==> src/rtl/hazard_unit.sv <==
// Five-stage pipeline hazard controller: destination scoreboard, operand forwarding
// selects, load-use stall and multi-cycle flush. Optional counters: HAZARD_STATS_EN.
module hazard_unit #(
    parameter int AWIDTH       = 5,
    parameter int FWD_STAGES   = 2,
    parameter int LOAD_LATENCY = 1,
    parameter int FLUSH_DEPTH  = 2,
    parameter int SEL_W        = $clog2(FWD_STAGES + 1)
) (
    input  logic              h_clk,
    input  logic              h_rst,
    input  logic              h_i_valid,
    input  logic [AWIDTH-1:0] h_i_rs,
    input  logic [AWIDTH-1:0] h_i_rt,
    input  logic [AWIDTH-1:0] h_i_rd,
    input  logic              h_i_reg_wr,
    input  logic              h_i_mem_read,
    input  logic              h_i_change_pc,
    output logic              h_o_stall,
    output logic              h_o_flush,
    output logic [SEL_W-1:0]  h_o_fwd_rs,
    output logic [SEL_W-1:0]  h_o_fwd_rt
`ifdef HAZARD_STATS_EN
    ,
    output logic [31:0]       h_o_stall_cnt,
    output logic [31:0]       h_o_flush_cnt
`endif
);

    localparam int FCW = (FLUSH_DEPTH > 1) ? $clog2(FLUSH_DEPTH) : 1;

    typedef enum logic {S_IDLE, S_FLUSH} state_t;

    state_t                           r_state;
    logic [FCW-1:0]                   r_fcnt;
    logic [FWD_STAGES:1]              r_sb_vld;
    logic [FWD_STAGES:1]              r_sb_ld;
    logic [FWD_STAGES:1][AWIDTH-1:0]  r_sb_rd;

    logic              w_rs_nz, w_rt_nz;
    logic [SEL_W-1:0]  w_fwd_rs, w_fwd_rt;
    logic              w_load_hit, w_flush_act, w_stall, w_issue;

    assign w_rs_nz = (h_i_rs != '0);
    assign w_rt_nz = (h_i_rt != '0);

    // Scan from the oldest stage down so the nearest producer overwrites the select.
    always_comb begin
        w_fwd_rs   = '0;
        w_fwd_rt   = '0;
        w_load_hit = 1'b0;
        for (int k = FWD_STAGES; k >= 1; k--) begin
            if (r_sb_vld[k] && w_rs_nz && (r_sb_rd[k] == h_i_rs)) w_fwd_rs = SEL_W'(k);
            if (r_sb_vld[k] && w_rt_nz && (r_sb_rd[k] == h_i_rt)) w_fwd_rt = SEL_W'(k);
        end
        for (int k = 1; k <= LOAD_LATENCY; k++) begin
            if (r_sb_vld[k] && r_sb_ld[k] &&
                ((w_rs_nz && (r_sb_rd[k] == h_i_rs)) || (w_rt_nz && (r_sb_rd[k] == h_i_rt))))
                w_load_hit = 1'b1;
        end
    end

    assign w_flush_act = h_i_change_pc | (r_state == S_FLUSH);
    assign w_stall     = h_i_valid & ~w_flush_act & w_load_hit;
    assign w_issue     = h_i_valid & ~w_stall & ~w_flush_act;

    assign h_o_flush  = ~h_rst & w_flush_act;
    assign h_o_stall  = ~h_rst & w_stall;
    assign h_o_fwd_rs = h_rst ? '0 : w_fwd_rs;
    assign h_o_fwd_rt = h_rst ? '0 : w_fwd_rt;

    // r_fcnt holds the flush cycles still owed after the current one.
    always_ff @(posedge h_clk) begin
        if (h_rst) begin
            r_sb_vld <= '0;
            r_sb_ld  <= '0;
            r_sb_rd  <= '0;
            r_state  <= S_IDLE;
            r_fcnt   <= '0;
        end else begin
            for (int k = 2; k <= FWD_STAGES; k++) begin
                r_sb_vld[k] <= r_sb_vld[k-1];
                r_sb_ld[k]  <= r_sb_ld[k-1];
                r_sb_rd[k]  <= r_sb_rd[k-1];
            end
            r_sb_vld[1] <= w_issue & h_i_reg_wr & (h_i_rd != '0);
            r_sb_ld[1]  <= w_issue & h_i_mem_read;
            r_sb_rd[1]  <= h_i_rd;

            if (h_i_change_pc) begin
                r_fcnt  <= FCW'(FLUSH_DEPTH - 1);
                r_state <= (FLUSH_DEPTH > 1) ? S_FLUSH : S_IDLE;
            end else if (r_state == S_FLUSH) begin
                if (r_fcnt <= FCW'(1)) begin
                    r_fcnt  <= '0;
                    r_state <= S_IDLE;
                end else begin
                    r_fcnt <= r_fcnt - FCW'(1);
                end
            end
        end
    end

`ifdef HAZARD_STATS_EN
    logic [31:0] r_stall_cnt, r_flush_cnt;

    always_ff @(posedge h_clk) begin
        if (h_rst) begin
            r_stall_cnt <= '0;
            r_flush_cnt <= '0;
        end else begin
            if (w_stall && (r_stall_cnt != '1)) r_stall_cnt <= r_stall_cnt + 32'd1;
            if (h_i_change_pc && (r_flush_cnt != '1)) r_flush_cnt <= r_flush_cnt + 32'd1;
        end
    end

    assign h_o_stall_cnt = r_stall_cnt;
    assign h_o_flush_cnt = r_flush_cnt;
`endif

endmodule

==> config.mk <==
export PLATFORM = sky130hd
export DESIGN_NAME = hazard_unit
export DESIGN_NICKNAME = d
export VERILOG_FILES = /design/src/rtl/hazard_unit.sv
export SDC_FILE = /design/constraint.sdc
export NUM_CORES = 1
export LEC_CHECK = 0
export CAP_MARGIN = 20
export CORE_MARGIN = 1
export CORE_UTILIZATION = 45
export DETAILED_ROUTE_END_ITERATION = 16
export GPL_TIMING_DRIVEN = 0
export HOLD_SLACK_MARGIN = 0.12
export PLACE_DENSITY = 0.83
export SYNTH_ARGS = -nofsm -noshare
export SYNTH_HDL_FRONTEND = slang
export SYNTH_SLANG_ARGS = --single-unit
==> constraint.sdc <==
create_clock -name h_clk -period 3.3 [get_ports h_clk]
set_input_delay 0.66 -clock h_clk [delete_from_list [all_inputs] [get_ports h_clk]]
set_output_delay 0.66 -clock h_clk [all_outputs]
set_load 0.005 [all_outputs]
==> metrics.md <==
| Metric | Value |
|---|---|
| Vias after detailed routing | `629` |
| Gr ovfl total | `0` |
| Top_reg_cell synth | `dfxtp_1` |
| Routed WL per cell | `13.11 um` |
| Tot Pwr | `0.3422 mW` |
| FILL cells | `117` |
| Die H | `42.30 um` |
| Worst skew pair latency | `0.27 ns` |
| WL final | `1.600 mm` |
| Power share of the clock group | `25.7%` |
| Worst-path maximum fanout | `3` |
| First-pass GRT wire length | `2.697 mm` |
| TritonCTS buffer count | `3` |
| Area share of the largest cell type after synthesis | `38.36%` |
| CP Class | `input port to output port` |
| Crit. End Element | `output port` |
| Worst slew pin tran | `0.4604 ns` |
| Layout cells sized above 1 | `13.21%` |
| Syn Area/Cell | `9.874 um2` |
| Vias/cell | `5.156` |
| Fin crit share | `97.37%` |
| # Max-Cap Violations | `0` |
| Largest delay contributor family on the critical path | `simple AND/OR/NAND/NOR gates` |
| Final Skew | `0.004253 ns` |
| Synth Instances | `74` |
| Worst min path class | `register to register` |
| Num ports | `27` |
| Endpoints failing setup | `0` |
| Final Net Count | `129` |
| Remaining routing DRC violations | `0` |
| Initial antenna violation count | `0` |
| Hold_buf cts | `0` |
| Reg clk slew, reported paths | `0.07 ns` |
| Pin count of the biggest net entering global routing | `11` |
| RSZ-0062 raised after global routing | `false` |
| Reg2reg path depth | `6` |
| Crit path arrival time | `2.55 ns` |
| Worst Hold Path Cells | `1` |
| Max clock buf depth | `2` |
| Slew Limit Fails | `0` |
| Status | `completed` |
| Switch Pwr | `0.08247 mW` |
| Final Util | `71.84%` |
| Critical path launch point type | `input port` |
| Top post-synthesis cells by count | `16 x xnor2_1, 14 x dfxtp_1, 13 x nor2b_1, 4 x nor2_1, 4 x xor2_1` |
| Max incr delay on CP | `0.56 ns` |
| DRT Pass-1 Iters | `4` |
| Fmax | `311.2 MHz` |
| Switch share | `24.10%` |
| CP startpoint | `h_i_rs[1]` |
| Reg2reg start | `r_sb_rd[3]` |
| Design Area, Final | `0.001082 mm2` |
| Post-DP Area | `0.001011 mm2` |
| Yosys reg bits | `14` |
| CP required | `2.64 ns` |
| DPL Wire Length | `1.217 mm` |
| Synth area leaders | `dfxtp_1 38%, xnor2_1 19%, nor2b_1 11%` |
| Tot GR Track Use | `20.21%` |
| Syn Nets | `95` |
| IO buf count | `26` |
| Int Power | `0.2597 mW` |
| Dominant cell by count in the synthesized netlist | `xnor2_1` |
| Area growth syn-to-layout | `48.12%` |
| Die ar. | `0.001789 mm2` |
| Routability Congestion | `0.7975` |
| Core box area | `0.001506 mm2` |
| Stages on the worst setup path | `7` |
| Comb pwr share | `20.9%` |
| Final Hold Fails | `0` |
| Hold Startpoint | `r_sb_rd[0]` |
| Peak VDD IR | `242.6 uV` |
| Die W | `42.30 um` |
| Num rows | `14` |
| Placed cells | `116` |
| Register area share after synthesis | `38.36%` |
| CP max stage cell | `or4_4` |
| Slew headroom | `68.87%` |
| N_diodes | `0` |
| Yosys warnings | `0` |
| P_leak | `0.4251 nW` |
| H-tree Lvls | `1` |
| CP bufs+invs | `2` |
| CTS Sinks | `14` |
| Fraction of registers with async set/reset | `0%` |
| Clock root cell | `clkbuf_4` |
| Number of flops mapped to enable cells by yosys | `0` |
| Final Non-Filler Cells | `122` |
| Crit path time final | `3.213 ns` |
| Mapped Area | `730.7 um2` |
| Vias in the first global route | `636` |
| Synth unique cells | `20` |
| PD cells | `316.2 mW/mm2` |
| Synth area leader | `dfxtp_1` |
| TritonCTS clock tree | `yes` |
| Cells along the critical path | `dlygate4sd2_1 > or4_4 > nor2_4 > nor4_4 > o211a_1 > and2_1 > clkdlybuf4s50_1` |
| Starting DRT DRC Count | `5` |
| Post-route ant nets | `0` |
| Initial Utilization | `48.50%` |
| Sequential group share of total power | `53.4%` |
## metal layers
layer / global-route usage (%) / share of wire (%) / up-vias
li1: - / - / 317
met1: 23.72 / 42 / 292
met2: 35.69 / 52 / 18
met3: 3.017 / 4.4 / 2
met4: 9.375 / 1.6 / 0
met5: 0 / 0 / -
## final cells by class
class,instances,area (um2),share of cell area (%)
tap,16,20.02,1.850
timing repair buffer,29,280.3,25.90
multi-input combinational,59,475.5,43.93
buffer,1,3.754,0.3468
clock buffer,3,22.52,2.081
sequential,14,280.3,25.90
## layout by cell type, fill, tap and decap left out, types with 3 or more instances in the layout
master / netlist / routed
clkbuf_4: 0 / 3
nor2b_1: 13 / 13
xnor2_1: 16 / 16
dlygate4sd2_1: 0 / 8
buf_4: 0 / 3
nand2_1: 3 / 3
clkdlybuf4s50_1: 0 / 15
nor2_1: 4 / 4
dlymetal6s2s_1: 0 / 3
xor2_1: 4 / 4
and2_1: 3 / 3
dfxtp_1: 14 / 14
## final timing paths
| kind | slack [ns] | end |
|---|---|---|
| max reg2reg | 1.90 | r_sb_ld[1] |
| max | 0.09 | h_o_stall |
| min | 0.52 | r_sb_rd[5] |
| min reg2reg | 0.52 | r_sb_rd[5] |
## cells by family (layout without fill, tap and decap cells)
kind of cell,after synthesis,in the layout,share of synthesized area (%)
simple gates,35,35,30.65
xor+xnor,20,20,23.97
flops,14,14,38.36
compound gates,4,4,6.507
buf+inv,1,33,0.5132
## flip-flops by register name, indices dropped and copies added, names as in the netlist
name / flops
r_sb_ld: 1
r_sb_vld: 2
r_state: 1
r_sb_rd: 10
## stage by stage
step	setup slack [ns]	hold slack (ns)	TNS (ns)
4_1_cts	0.002089	0.5221	0
2_1_floorplan	0.8772	0.4835	0
6_report	0.08671	0.5178	0
3_3_place_gp	-0.2175	0.4973	-0.5134
5_1_grt	0.01628	0.5355	0
3_5_place_dp	-0.2361	0.5078	-0.5684
## power by group through the flow
| stage | clock network [mW] | logic [mW] | registers, mW |
|---|---|---|---|
| 6_report | 0.0880 | 0.0714 | 0.183 |
| 5_1_grt | 0.101 | 0.0778 | 0.184 |
| 4_1_cts | 0.0910 | 0.0715 | 0.183 |
| 3_5_place_dp | 0 | 0.0683 | 0.187 |
| 3_3_place_gp | 0 | 0.0670 | 0.186 |
| 2_1_floorplan | 0 | 0.0314 | 0.185 |
## repair_timing
item,4_1_cts,5_1_grt
endpoints found under the setup margin,3,2
pin swaps,3,5
cloned,0,0
setup buffers,1,2
gates resized for setup,12,3
Note: power is estimated with default switching activity, not from simulation.
